`config.mk`:
```
export PLATFORM = sky130hd
export DESIGN_NAME = dbn_layer_seq
export DESIGN_NICKNAME = d
export VERILOG_FILES = /design/src/rtl/dbn_layer_seq.sv
export SDC_FILE = /design/constraint.sdc
export NUM_CORES = 1
export LEC_CHECK = 0
export CORE_UTILIZATION = 40
export DETAILED_ROUTE_END_ITERATION = 12
export GPL_TIMING_DRIVEN = 0
export PLACE_DENSITY = 0.81
export SLEW_MARGIN = 15
export SYNTH_ARGS = -nofsm -noshare
export SYNTH_HDL_FRONTEND = slang
export SYNTH_SLANG_ARGS = --single-unit
```
`constraint.sdc`:
```
create_clock -name clk -period 1.45 [get_ports clk]
set_input_delay 0.3625 -clock clk [delete_from_list [all_inputs] [get_ports clk]]
set_output_delay 0.3625 -clock clk [all_outputs]
set_load 0.01 [all_outputs]
```
`src/rtl/dbn_layer_seq.sv`:
```
// rtl/dbn_layer_seq.sv - layer/neuron/input sequencer for the shared DBN MAC datapath
module dbn_layer_seq #(
  parameter int N_IN0    = 50,
  parameter int N_INX    = 8,
  parameter int N_OUT    = 8,
  parameter int N_LAYERS = 3,
  parameter int IW       = $clog2((N_IN0 > N_INX) ? N_IN0 : N_INX),
  parameter int NW       = (N_OUT > 1) ? $clog2(N_OUT) : 1,
  parameter int LW       = (N_LAYERS > 1) ? $clog2(N_LAYERS) : 1
) (
  input  logic          clk,
  input  logic          rst,
  input  logic          start,
  input  logic          data_valid,
  input  logic          act_ready,
  output logic          busy,
  output logic          done,
  output logic          acc_clr,
  output logic          acc_en,
  output logic          acc_last,
  output logic          act_valid,
  output logic [LW-1:0] layer_idx,
  output logic [NW-1:0] neuron_idx,
  output logic [IW-1:0] input_idx
);

  localparam logic [2:0] S_IDLE  = 3'd0;
  localparam logic [2:0] S_CLEAR = 3'd1;
  localparam logic [2:0] S_ACCUM = 3'd2;
  localparam logic [2:0] S_WRITE = 3'd3;
  localparam logic [2:0] S_DONE  = 3'd4;

  localparam logic [IW-1:0] IN0_LAST    = IW'(N_IN0 - 1);
  localparam logic [IW-1:0] INX_LAST    = IW'(N_INX - 1);
  localparam logic [NW-1:0] NEURON_LAST = NW'(N_OUT - 1);
  localparam logic [LW-1:0] LAYER_LAST  = LW'(N_LAYERS - 1);

  logic [2:0]    state;
  logic [IW-1:0] in_last;
  logic          at_in_last;

  // Layer 0 reads the wide input vector; later layers read the previous layer's outputs.
  assign in_last    = (layer_idx == '0) ? IN0_LAST : INX_LAST;
  assign at_in_last = (input_idx == in_last);

  always_ff @(posedge clk or posedge rst) begin
    if (rst) begin
      state      <= S_IDLE;
      layer_idx  <= '0;
      neuron_idx <= '0;
      input_idx  <= '0;
    end else begin
      case (state)
        S_IDLE: begin
          if (start) begin
            state      <= S_CLEAR;
            layer_idx  <= '0;
            neuron_idx <= '0;
            input_idx  <= '0;
          end
        end
        S_CLEAR: begin
          input_idx <= '0;
          state     <= S_ACCUM;
        end
        S_ACCUM: begin
          if (data_valid) begin
            if (at_in_last) begin
              input_idx <= '0;
              state     <= S_WRITE;
            end else begin
              input_idx <= input_idx + 1'b1;
            end
          end
        end
        S_WRITE: begin
          if (act_ready) begin
            if (neuron_idx != NEURON_LAST) begin
              neuron_idx <= neuron_idx + 1'b1;
              state      <= S_CLEAR;
            end else if (layer_idx != LAYER_LAST) begin
              layer_idx  <= layer_idx + 1'b1;
              neuron_idx <= '0;
              state      <= S_CLEAR;
            end else begin
              state <= S_DONE;
            end
          end
        end
        S_DONE: begin
          state <= S_IDLE;
        end
        default: begin
          state <= S_IDLE;
        end
      endcase
    end
  end

  // Strobes decode the state register, so reset forces them low without waiting for a clock.
  assign busy      = (state == S_CLEAR) || (state == S_ACCUM) || (state == S_WRITE);
  assign done      = (state == S_DONE);
  assign acc_clr   = (state == S_CLEAR);
  assign act_valid = (state == S_WRITE);
  assign acc_en    = (state == S_ACCUM) && data_valid;
  assign acc_last  = acc_en && at_in_last;

endmodule

```
; ---- Word level (Yosys, flattened, before mapping)
; Index checks and enable logic that the tools add are counted.
[totals]
ff_bits = 14
latchBits = 0
ram_bits = 0
rom_bits = 0
wordCells = 55
memories = 0
[op_classes]
n_addsub = 3
mul = 0
n_div = 0
magnitude_cmp = 0
n_eq_ne = 14
n_shift = 0
n_mux = 22
n_bitwise = 0
reduce_logical = 12
[ops]
columns = cell, n
row1 = 3-bit two-way mux, 10
row2 = 6-bit two-way mux, 4
row3 = 6-bit one-hot mux with 3 select lines, 1
row4 = 2-bit inequality test (second input constant), 6
row5 = 3-bit one-hot mux with 4 select lines, 1
row6 = 2-bit two-way mux, 4
row7 = 4-bit AND reduction, 2
row8 = 6-bit by 1-bit adder with 6-bit output (second input constant), 1
row9 = 3-bit by 2-bit equality test with 1-bit output (second input constant), 2
row10 = 6-bit equality test, 1
row11 = 3-bit one-hot mux with 2 select lines, 1
row12 = 5-bit AND reduction, 1
row13 = 2-bit one-hot mux with 2 select lines, 1
row14 = 3-bit by 1-bit adder with 3-bit output (second input constant), 1
row15 = 3-bit by 1-bit equality test with 1-bit output (second input constant), 1
row16 = 3-bit equality test (second input constant), 1
row17 = 3-bit logical NOT, 1
row18 = 3-bit by 1-bit inequality test with 1-bit output (second input constant), 1
row19 = 3-bit inequality test (second input constant), 1
row20 = 3-bit AND reduction, 1
row21 = 3-bit nonzero test, 1
row22 = 2-bit by 1-bit adder with 2-bit output (second input constant), 1
row23 = 1-bit logical AND, 2
row24 = 2-bit logical NOT, 1
row25 = other kinds (3), 4

; ---- Longest topological paths before layout
[depth]
depth_word = 6
mapped_depth = 6

; ---- Worst setup path after synthesis
; Ideal clock, no wire load.
[synth_path]
kind = register -> output
from = register layer_idx[0]
to = output acc_last
arrival_time_ns = 1.234
required_time_ns = 1.087
path_slack_ns = -0.147
stages_incl_launch_ff = 6
path_buffers = 0
cell_sequence = dfrtp_1 inv_1 ha_1 and4bb_2 nand4b_1 a21oi_1
[synth_between]
elab_chain_len = 4
[synth_rtl]
columns = item, line
row1 = from (decl), 22  ; output logic [LW-1:0] layer_idx,
row2 = from (signal assigned), 82  ; layer_idx <= layer_idx + 1'b1;
row3 = 2-bit logical NOT, 43  ; assign in_last = (layer_idx == '0) ? IN0_LAST : INX_LAST;
row4 = 6-bit two-way mux, 43
row5 = 6-bit equality test, 44  ; assign at_in_last = (input_idx == in_last);
row6 = 1-bit logical AND, 106  ; assign acc_last = acc_en && at_in_last;
row7 = to (decl), 20  ; output logic acc_last,
; No other way between the ends.

; ---- Worst setup path in the final report
; Same ends and word-level chain as after synthesis.

==> impl_metrics.env <==
export IMPL_synthArstFlopShare_pct=100.0
export IMPL_cts_sinks=14
export IMPL_dp_hpwl_mm=1.351
export IMPL_die_y_um=49.26
export IMPL_timing_critical_path_to="acc_last"
export IMPL_port_buffers=21
export IMPL_outcome="finished, violations left"
export IMPL_worstPathRequired_ns=1.09
export IMPL_path_class="reg2out"
export IMPL_crit_arrival_ns=1.56
export IMPL_min_period_ns=1.924
export IMPL_grt_total_usage_pct=23.19
export IMPL_vias=931
export IMPL_hold_buffers=0
export IMPL_synth_distinct_cells=34
export IMPL_dieWidth_um=49.26
export IMPL_worstReg2RegEnd="state[0]$_DFFE_PP0P_"
export IMPL_num_io_pins=22
export IMPL_p_per_area_mw_per_mm2=1506
export IMPL_drt_iter0_drc=29
export IMPL_fin_cells=165
export IMPL_htreeDepth=1
export IMPL_yosysWarnings=0
export IMPL_drv_slew=0
export IMPL_nFillCells=131
export IMPL_clkLatencyLatePin_ns=0.28
export IMPL_dieArea_sq_mm=0.002427
export IMPL_path_delay_family="flip-flops"
export IMPL_syn_nets=99
export IMPL_gr_total_overflow=0
export IMPL_grt_pass1_wl_mm=4.174
export IMPL_cts_root_buf="clkbuf_4"
export IMPL_antenna_found_initial=0
export IMPL_cp_startpoint="layer_idx[0]$_DFFE_PP0P_"
export IMPL_seq_area_frac_synth_pct=39.22
export IMPL_area_delta_synth_final_pct=61.91
export IMPL_crit_buf_inv=2
export IMPL_drive_above_1_share_pct=47.83
export IMPL_path_depth=6
export IMPL_cts_reportedPaths_clkPinSlew_ns=0.10
export IMPL_cts_buffers=3
export IMPL_synth_edf_count=0
export IMPL_synth_ff_type="dfrtp_1"
export IMPL_route_detailed_drc=0
export IMPL_path_max_fanout=2
export IMPL_ff2ff_setup_slack_ns=-0.33
export IMPL_violations="negative setup slack"
export IMPL_whs_ns=0.4203
export IMPL_core_area_sq_mm=0.002022
export IMPL_end_kind="output port"
export IMPL_utilization_pct=71.53
export IMPL_finalHoldViolCount=0
export IMPL_grt_pass1_vias=895
export IMPL_cts_tree="yes"
export IMPL_avgSynthCellArea_sq_um=10.04
export IMPL_nNetsFinal=149
export IMPL_slew_headroom_pct=62.59
export IMPL_fin_crit_sh_pct=132.7
export IMPL_setup_slack_ns=-0.4741
export IMPL_path_cells="inv_2 -> ha_4 -> and4bb_2 -> nand4b_1 -> a21oi_2 -> buf_2"
export IMPL_fin_setup_tns_ns=-3.394
export IMPL_wirelength_mm=2.717
export IMPL_rows=16
export IMPL_dp_cells=137
export IMPL_hold_class="in2async"
export IMPL_drtPass1Iterations=4
export IMPL_reg2reg_depth=7
export IMPL_skew_ns=0.006876
export IMPL_layout_commonest_cell="buf_4"
export IMPL_via_per_inst=5.642
export IMPL_maxCapViolCount=0
export IMPL_n_antenna_cell=0
export IMPL_rr_startpoint="layer_idx[0]$_DFFE_PP0P_"
export IMPL_cts_path_max_buffers=2
export IMPL_ant_nets=0
export IMPL_p_leak_nw=0.6926
export IMPL_slowest_delay_ns=0.40
export IMPL_final_cell_mix="buf_4 (20), dfrtp_1 (11), buf_6 (9)"
export IMPL_finalSetupViolations=17
export IMPL_routedWlPerCell_um=16.47
export IMPL_gp_congestion=0.7862
export IMPL_fmax_ghz=0.5197
export IMPL_rsz0062_at_grt="yes"
export IMPL_start_util_pct=44.18
export IMPL_netlist_area_sq_um=893.4
export IMPL_cp_start_kind="register"
export IMPL_peakVddDrop_uv=893.9
export IMPL_worst_pin_slew_ns=0.5606
export IMPL_netlist_instances=89
export IMPL_grt_max_degree=15
export IMPL_synth_seq_cells=14
export IMPL_crit_path_top_delay_cell="dfrtp_1"
layer usage:
metal  GRT usage, %  routed length, um  vias up
li1               -                  -      423
met1          28.07               1105      462
met2          39.73               1366       39
met3          3.115                174        7
met4          11.76                 70        0
met5              0                  0        -
metrics by stage:
stage / worst slack (ns) / total power, mW / cell area (sq um)
after CTS: -0.4664 / 2.020 / 1386
after global routing: -0.5730 / 2.311 / 1446
after detailed placement: -0.6566 / 1.483 / 1141
after floorplan: -0.1077 / 1.142 / 897.1
after global placement: -0.6652 / 1.459 / 1141
final: -0.4741 / 2.178 / 1446
report_power, final:
group	switching [mW]	internal (mW)
clock	0.138	0.153
combinational	0.592	0.687
sequential	0.116	0.493
total	0.846	1.33
worst min path at each step:
| stage | slack, ns | depth (start not counted) | from | endpoint |
|---|---|---|---|---|
| floorplan | 0.25 | 1 | rst | input_idx[0]$_DFFE_PP0P_ |
| global route | 0.47 | 2 | rst | neuron_idx[1]$_DFFE_PP0P_ |
| detailed placement | 0.50 | 1 | neuron_idx[1]$_DFFE_PP0P_ | neuron_idx[1]$_DFFE_PP0P_ |
| CTS | 0.44 | 2 | rst | input_idx[0]$_DFFE_PP0P_ |
| global placement | 0.49 | 1 | neuron_idx[1]$_DFFE_PP0P_ | neuron_idx[1]$_DFFE_PP0P_ |
| finish | 0.42 | 2 | rst | input_idx[0]$_DFFE_PP0P_ |
cell usage after synthesis, types with 2 or more instances:
library cell | count | area share (%)
o21ai_0 | 4 | 2.2
inv_1 | 8 | 3.4
mux2i_1 | 2 | 2.2
nand2_1 | 5 | 2.1
dfrtp_1 | 14 | 39
nand3_1 | 4 | 2.2
ha_1 | 5 | 7.0
nor3_1 | 2 | 1.1
o21bai_1 | 3 | 2.5
nor3b_1 | 3 | 2.5
a21oi_1 | 6 | 3.4
a21o_1 | 2 | 1.7
xnor2_1 | 4 | 3.9
and2_1 | 2 | 1.4
a211oi_1 | 3 | 2.5
nor2_1 | 4 | 1.7
cell families after synthesis:
kind of cell / Yosys count / share of synthesized area (%)
simple gates: 29 / 20.31
mux: 2 / 2.241
compound gates: 24 / 21.71
xor+xnor: 4 / 3.921
buf+inv: 11 / 5.601
flops: 14 / 39.22
fa+ha+maj: 5 / 7.003
cell type report:
cell class                 instances  area [sq um]  area share, %
timing repair buffer              47         390.4          26.99
multi-input combinational         64         590.6          40.83
buffer                             1         11.26         0.7785
inverter                           8         30.03          2.076
tap                               27         33.78          2.336
sequential                        14         354.1          24.48
clock buffer                       4         36.28          2.509
what timing repair did:
action                                  in CTS  in global routing
pin swaps                                   11                 13
endpoints found under the setup margin      26                 22
resized for setup                           62                 28
setup buffers                               22                  7
state kept, by name, summed over array words and instances (netlist names):
register	flops
layer_idx	2
neuron_idx	3
state	3
input_idx	6
No activity file was read; power rests on OpenSTA's default activity.
